$ cat config.mk
export PLATFORM = sky130hd
export DESIGN_NAME = sysid_probe
export DESIGN_NICKNAME = d
export VERILOG_FILES = /design/src/rtl/sysid_probe.sv
export SDC_FILE = /design/constraint.sdc
export NUM_CORES = 1
export LEC_CHECK = 0
export BUFFER_PORTS_ARGS = -buffer_cell sky130_fd_sc_hd__buf_2
export CAP_MARGIN = 30
export CORE_MARGIN = 4
export CORE_UTILIZATION = 30
export CTS_BUF_LIST = sky130_fd_sc_hd__clkbuf_4
export CTS_CLUSTER_SIZE = 25
export DETAILED_ROUTE_END_ITERATION = 6
export PLACE_DENSITY = 0.48
export SYNTH_ARGS = -nofsm -noshare
export SYNTH_HDL_FRONTEND = slang
export SYNTH_SLANG_ARGS = --single-unit
$ cat constraint.sdc
create_clock -name clock -period 3 [get_ports clock]
set_input_delay 0.9 -clock clock [delete_from_list [all_inputs] [get_ports clock]]
set_output_delay 0.9 -clock clock [all_outputs]
set_load 0.005 [all_outputs]
$ cat src/rtl/sysid_probe.sv
// Avalon-MM read master that fetches the system-ID word and build timestamp
// from the sysid slave and flags whether each matches its expected value.
module sysid_probe #(
    parameter logic [31:0] EXPECTED_ID    = 32'd0,
    parameter logic [31:0] EXPECTED_TS    = 32'd1300963752,
    parameter int          READ_LATENCY   = 0,
    parameter int          TIMEOUT_CYCLES = 255,
    parameter bit          AUTO_START     = 1'b1
) (
    input  logic        clock,
    input  logic        reset_n,
    input  logic        start,
    output logic        sysid_address,
    output logic        sysid_read,
    input  logic        sysid_waitrequest,
    input  logic [31:0] sysid_readdata,
    output logic        busy,
    output logic        done,
    output logic        id_ok,
    output logic        ts_ok,
    output logic        timeout,
    output logic [31:0] id_value,
    output logic [31:0] ts_value
);

    localparam logic [15:0] STALL_LAST = 16'(TIMEOUT_CYCLES - 1);
    localparam logic [2:0]  LAT_LAST   = 3'((READ_LATENCY == 0) ? 0 : READ_LATENCY - 1);

    typedef enum logic [1:0] {IDLE, REQ, LAT, DONE} state_t;

    state_t      state, state_nxt;
    logic        addr_sel;
    logic        pending_start;
    logic        id_got, ts_got;
    logic [15:0] stall_cnt;
    logic [2:0]  lat_cnt;
    logic        go, accept, stall_to, capture;

    // Read strobe and address come straight from state so reset drops them at once.
    assign sysid_read    = (state == REQ);
    assign sysid_address = addr_sel;
    assign busy          = (state != IDLE);

    always_ff @(posedge clock or negedge reset_n) begin
        if (!reset_n) state <= IDLE;
        else          state <= state_nxt;
    end

    always_comb begin
        state_nxt = state;
        go        = 1'b0;
        accept    = 1'b0;
        stall_to  = 1'b0;
        capture   = 1'b0;
        case (state)
            IDLE: if (pending_start || start) begin
                go        = 1'b1;
                state_nxt = REQ;
            end
            REQ: begin
                if (!sysid_waitrequest) begin
                    accept = 1'b1;
                    if (READ_LATENCY == 0) begin
                        capture   = 1'b1;
                        state_nxt = addr_sel ? DONE : REQ;
                    end else begin
                        state_nxt = LAT;
                    end
                end else if (stall_cnt == STALL_LAST) begin
                    stall_to  = 1'b1;
                    state_nxt = DONE;
                end
            end
            LAT: if (lat_cnt == LAT_LAST) begin
                capture   = 1'b1;
                state_nxt = addr_sel ? DONE : REQ;
            end
            DONE:    state_nxt = IDLE;
            default: state_nxt = IDLE;
        endcase
    end

    always_ff @(posedge clock or negedge reset_n) begin
        if (!reset_n) begin
            pending_start <= AUTO_START;
            addr_sel      <= 1'b0;
            id_got        <= 1'b0;
            ts_got        <= 1'b0;
            stall_cnt     <= '0;
            lat_cnt       <= '0;
            done          <= 1'b0;
            id_ok         <= 1'b0;
            ts_ok         <= 1'b0;
            timeout       <= 1'b0;
            id_value      <= '0;
            ts_value      <= '0;
        end else begin
            if (go) begin
                pending_start <= 1'b0;
                addr_sel      <= 1'b0;
                id_got        <= 1'b0;
                ts_got        <= 1'b0;
                stall_cnt     <= '0;
                lat_cnt       <= '0;
                done          <= 1'b0;
                id_ok         <= 1'b0;
                ts_ok         <= 1'b0;
                timeout       <= 1'b0;
                id_value      <= '0;
                ts_value      <= '0;
            end
            if (state == REQ) begin
                if (accept) begin
                    stall_cnt <= '0;
                    lat_cnt   <= '0;
                end else if (stall_to) begin
                    timeout <= 1'b1;
                end else begin
                    stall_cnt <= stall_cnt + 16'd1;
                end
            end
            if (state == LAT) lat_cnt <= lat_cnt + 3'd1;
            if (capture) begin
                if (!addr_sel) begin
                    id_value <= sysid_readdata;
                    id_got   <= 1'b1;
                    addr_sel <= 1'b1;
                end else begin
                    ts_value <= sysid_readdata;
                    ts_got   <= 1'b1;
                end
            end
            // A word never read keeps its ok flag low even if 0 would match.
            if (state == DONE) begin
                done  <= 1'b1;
                id_ok <= id_got && (id_value == EXPECTED_ID);
                ts_ok <= ts_got && (ts_value == EXPECTED_TS);
            end
        end
    end

endmodule
==> results.json, run 1 <==
{
  "die_area_mm2": 0.0162,
  "hp-class": "input port to async pin",
  "seqPwrFrac_pct": 47.4,
  "crit_required_ns": 2.10,
  "num-fill-cells": 1487,
  "diodes": 0,
  "endpoint_kind": "primary output",
  "drive_gt1_share_pct": 24.4,
  "clk_latency_ns": 0.46,
  "crit_chain": "inv_1 -> ha_1 -> inv_1 -> buf_2",
  "clock-sinks": 93,
  "grt_start_max_net_pins": 71,
  "routed_wl_um": 11900,
  "peakVddDrop_v": 0.000252,
  "period_needed_ns": 2.46,
  "routedWlPerCell_um": 16.0,
  "synthFlopType": "dfrtp_1",
  "synth_nets": 510,
  "power_frac_clock_pct": 14.2,
  "vias": 3666,
  "drt-vias-per-instance": 4.92,
  "synth_seq_cells": 93,
  "clockBufferDepth": 2,
  "fp.dieW_um": 127,
  "yosysSeqAreaShare_pct": 54.5,
  "drc": 0,
  "place.gp.congestion": 0.797,
  "io_pins": 107,
  "cp.arrival_ns": 1.56,
  "cts.clk_slew.worst_paths_ns": 0.14,
  "criticalPathCategory": "flip-flop to primary output",
  "post_synth.cell_area_avg_um2": 9.18,
  "start_util_pct": 30.6,
  "netSwitchingFraction_pct": 40.4,
  "outcome": "finished clean",
  "syn2layout_area_growth_pct": 19.7,
  "hold_buffers": 0,
  "crit_fanout": 4,
  "fin_cells": 745,
  "final_util_pct": 36.7,
  "rows": 43,
  "antenna_found_initial": 0,
  "hpwl_um": 8450,
  "htreeDepth": 3,
  "setup_viol": 0,
  "relSlewSlack_pct": 42.5,
  "final_nets": 606,
  "synth_cells": 465,
  "port_buffers": 106,
  "cts_tree": "yes",
  "p_leak_nw": 2.48,
  "fin_skew_ns": 0.0207,
  "cts_resized": 0,
  "internal_power_mw": 2.47,
  "grt_pass1_wl_um": 19200,
  "ant_nets": 0,
  "cts_setup_buffers": 0,
  "path_buf_inv": 3,
  "yosysWarnings": 0,
  "mostFrequentLayoutCells": "nand2_1, buf_2, dfrtp_1, o21ai_0, nand3_1",
  "synth-edff-count": 0,
  "die_h_um": 127,
  "cts_root_buffer": "clkbuf_4",
  "maxCapViolCount": 0,
  "cp-start-kind": "flip-flop",
  "crit_family": "flip-flops",
  "ys_async_sr_fraction_pct": 100,
  "coreArea_mm2": 0.0139,
  "slew_violations": 0,
  "crit_path_top_delay_cell": "dfrtp_1",
  "final.period_utilization_pct": 82.0,
  "whs_ns": 0.351,
  "worstMarginPinSlew_ns": 0.862,
  "drtPass1Iterations": 4,
  "combinationalPowerShare_pct": 38.5,
  "hold_viol": 0,
  "rsz0062_at_grt": "no",
  "grt_pass1_vias": 3649,
  "cts_buffers": 9,
  "syn_area_mm2": 0.00427,
  "fin_setup_tns_ns": 0,
  "max_stage_delay_ns": 0.44,
  "synth.distinct_cells": 45,
  "mostFrequentLayoutCell": "nand2_1",
  "drt-initial-drc-count": 193,
  "switchingPower_mw": 1.68,
  "dp.cells": 730,
  "max_freq_mhz": 407,
  "grt_use_total_pct": 15.0,
  "power-per-cell-area_mw_per_mm2": 812,
  "overflow": 0,
  "cpMostUsedCell": "inv_1"
}
[per-stage QoR]
step / power, mW / instance area (µm²) / setup slack (ns)
2_1_floorplan: 2.85 / 4270 / 1.00
3_3_place_gp: 3.59 / 5000 / 0.549
3_5_place_dp: 3.63 / 5010 / 0.499
4_1_cts: 4.24 / 5110 / 0.499
5_1_grt: 4.54 / 5110 / 0.272
6_report: 4.15 / 5110 / 0.540
[layer usage]
layer,vias to the layer above,GRT usage (%),part of all wire [%]
li1,1784,-,-
met1,1788,19.9,44
met2,81,23.3,47
met3,13,4.85,7.2
met4,0,4.73,1.4
met5,-,0,0
[kinds of logic (layout without fill, tap and decap cells)]
| family | after synthesis | in the layout | synth area share [%] |
|---|---|---|---|
| xor gates and xnor gates | 2 | 2 | 0.410 |
| and+or+nand+nor | 218 | 218 | 23.6 |
| AOI/OAI and AO/OA | 99 | 99 | 13.1 |
| buffers and inverters | 36 | 136 | 3.81 |
| DFF | 93 | 93 | 54.5 |
| muxes | 8 | 8 | 1.91 |
| adders and majority gates | 9 | 9 | 2.64 |
[state kept, by name, indices dropped and copies added, names as in the netlist, 2 cells and up]
name / count
ts_value: 32
stall_cnt: 16
lat_cnt: 3
state: 2
id_value: 32
[Yosys cell counts (3+ instances only)]
| cell | n | share of area (%) |
|---|---|---|
| inv_1 | 9 | 0.79 |
| nor4b_1 | 3 | 0.62 |
| and3_2 | 3 | 0.53 |
| nand4_1 | 7 | 1.0 |
| a21o_1 | 9 | 1.6 |
| mux2i_1 | 7 | 1.6 |
| ha_1 | 9 | 2.6 |
| o21ai_0 | 70 | 8.2 |
| dfrtp_1 | 92 | 54 |
| nand2_1 | 150 | 13 |
| nor3_1 | 7 | 0.82 |
| and3_1 | 3 | 0.44 |
| a21oi_1 | 6 | 0.70 |
| nor2_1 | 8 | 0.70 |
| nand3_1 | 11 | 1.3 |
| clkbuf_1 | 12 | 1.1 |
| nor4_1 | 9 | 1.3 |
| buf_2 | 13 | 1.5 |
| nor2b_1 | 3 | 0.44 |
[power by group through the flow]
stage / registers [mW] / clock network (mW) / logic [mW]
after floorplan: 1.94 / 0 / 0.913
after global placement: 1.99 / 0 / 1.60
after detailed placement: 2.00 / 0 / 1.64
after CTS: 1.97 / 0.629 / 1.64
after global routing: 2.03 / 0.676 / 1.83
final: 1.97 / 0.588 / 1.60
[final timing paths]
| check | endpoint | start | slack, ns | depth (start not counted) |
|---|---|---|---|---|
| max in group asynchronous | lat_cnt[0] | reset_n | 1.94 | 2 |
| hold reg to reg | ts_got | ts_got | 0.49 | 1 |
| setup / recovery | busy | state[0] | 0.54 | 4 |
| setup reg to reg | stall_cnt[7] | stall_cnt[0] | 0.59 | 7 |
| hold / removal | ts_value[2] | reset_n | 0.35 | 1 |
| min in group clock | ts_got | ts_got | 0.49 | 1 |
[area by class of cell]
cell class	count	area [µm²]	share of cell area, %
flip-flops and latches	93	2330	45.6
multi-input cells	336	1800	35.3
repair buffers	112	616	12.0
well taps	180	225	4.41
clock buffers	10	75.1	1.47
inverters	9	33.8	0.661
clock inverters	5	28.8	0.563
(Power assumes the default switching activity.)
==> run 2, diff against run 1 <==
Settings changed: PLACE_DENSITY 0.48 to 0.5.
Clock period 3 ns to 2.12 ns, I/O delays scaled along.
==> results.json, run 2 (same netlist as run 1, synthesis figures left out) <==
{
  "drt-vias-per-instance": 4.86,
  "slew_violations": 0,
  "final.period_utilization_pct": 95.8,
  "fp.dieW_um": 127,
  "dpl-instance-area_mm2": 0.00517,
  "clockBufferDepth": 2,
  "critPathLaunch": "state[0]",
  "cts_buffers": 9,
  "rows": 43,
  "start_util_pct": 30.6,
  "grt_use_total_pct": 15.0,
  "hold_buffers": 0,
  "rsz0062_at_grt": "yes",
  "routedWlPerCell_um": 15.7,
  "mostFrequentLayoutCell": "nand2_1",
  "power-per-cell-area_mw_per_mm2": 1160,
  "diodes": 0,
  "wl_met2_um": 5540,
  "drt-initial-drc-count": 214,
  "top_layer": "met4",
  "grt_start_max_net_pins": 71,
  "place.gp.congestion": 0.786,
  "die_area_mm2": 0.0162,
  "hp-class": "input port to async pin",
  "clk_latency_ns": 0.47,
  "routed_wl_um": 12100,
  "relSlewSlack_pct": 70.6,
  "drive_gt1_share_pct": 29.5,
  "maxCapViolCount": 0,
  "cp-start-kind": "flip-flop",
  "final_nets": 630,
  "drtPass1Iterations": 4,
  "outcome": "finished clean",
  "finalPower_mw": 6.27,
  "met3_length_um": 864,
  "port_buffers": 106,
  "overflow": 0,
  "cp.arrival_ns": 1.40,
  "criticalPathCategory": "flip-flop to primary output",
  "mostFrequentLayoutCells": "nand2_1, buf_2, dfrtp_1, o21ai_0, buf_4",
  "cts.clk_slew.worst_paths_ns": 0.16,
  "grt_pass1_vias": 3703,
  "p_leak_nw": 2.62,
  "grt_pass1_wl_um": 19400,
  "max_freq_mhz": 492,
  "worstMarginPinSlew_ns": 0.441,
  "crit_fanout": 5,
  "setup_viol": 0,
  "top_regs": "id_value x32, ts_value x32, stall_cnt x16",
  "peakVddDrop_v": 0.000437,
  "antenna_found_initial": 0,
  "hpwl_um": 8470,
  "fin_skew_ns": 0.0153,
  "die_h_um": 127,
  "endpoint_kind": "primary output",
  "met1_length_um": 5510,
  "cts_tree": "yes",
  "whs_ns": 0.0705,
  "htreeDepth": 3,
  "hold_viol": 0,
  "coreArea_mm2": 0.0139,
  "clock-sinks": 93,
  "crit_required_ns": 1.48,
  "drc": 0,
  "cts_root_buffer": "clkbuf_4",
  "fin_setup_tns_ns": 0,
  "io_pins": 107,
  "period_needed_ns": 2.03,
  "vias": 3744,
  "num-fill-cells": 1443,
  "ant_nets": 0,
  "reg2reg_from": "state[1]",
  "syn2layout_area_growth_pct": 26.1,
  "fin_area_mm2": 0.00538
}
-- run 2: changes by cell type in the layout (fill, tap and decap cells not counted), moves of 2 or more --
cell,before,now
inv_6,0,4
inv_1,9,6
ha_1,9,7
buf_4,4,25
clkinv_1,3,1
inv_2,0,3
-- run 2: final cells by class --
type / count / area [µm²] / share of cell area (%)
Clock buffer: 9 / 67.6 / 1.26
Clock inverter: 7 / 55.1 / 1.02
Inverter: 9 / 33.8 / 0.628
Multi-Input combinational cell: 336 / 1840 / 34.2
Sequential cell: 93 / 2330 / 43.3
Tap cell: 180 / 225 / 4.19
Timing Repair Buffer: 136 / 830 / 15.4
-- run 2: path summary, 6_finish.rpt --
check / endpoint / slack, ns / depth (start not counted)
max: sysid_read / 0.09 / 3
min reg2reg: id_got / 0.49 / 1
min: id_value[4] / 0.07 / 1
min in group clock: id_value[8] / 0.37 / 3
max in group asynchronous: ts_value[27] / 1.46 / 2
max reg2reg: id_ok / 0.23 / 9
-- run 2: layer usage --
metal | vias to the layer above | GRT usage, %
met3 | 11 | 4.77
met1 | 1807 | 19.9
met4 | 0 | 5.30
li1 | 1834 | -
met2 | 92 | 23.0
met5 | - | 0
-- run 2: stage by stage --
step	std cells	setup slack, ns	util [%]
after floorplan	465	0.254	-
after global placement	748	-0.0130	37.0
after detailed placement	749	0.0471	37.1
after CTS	769	0.0194	38.3
after global routing	770	-0.00637	38.6
final	770	0.0886	38.6
-- run 2: worst max-delay path, stage by stage (launching register included) --
cell and delay [ns]:
dfrtp_1 0.45, ha_2 0.21, buf_4 0.15, buf_2 0.12
-- run 2: where the power goes --
group	switching, mW	leakage [nW]	internal, mW	total, mW
Clock	0.663	0.0654	0.256	0.919
Sequential	0.455	1.22	2.31	2.77
Combinational	1.42	1.34	1.16	2.58
Total	2.54	2.62	3.73	6.27
-- run 2: what timing repair did --
action / 4_1_cts / 5_1_grt
gates cloned: 0 / 1
buffers inserted: 4 / 0
gates resized for setup: 4 / 6
setup endpoints to repair: 2 / 39
pin swaps: 0 / 0
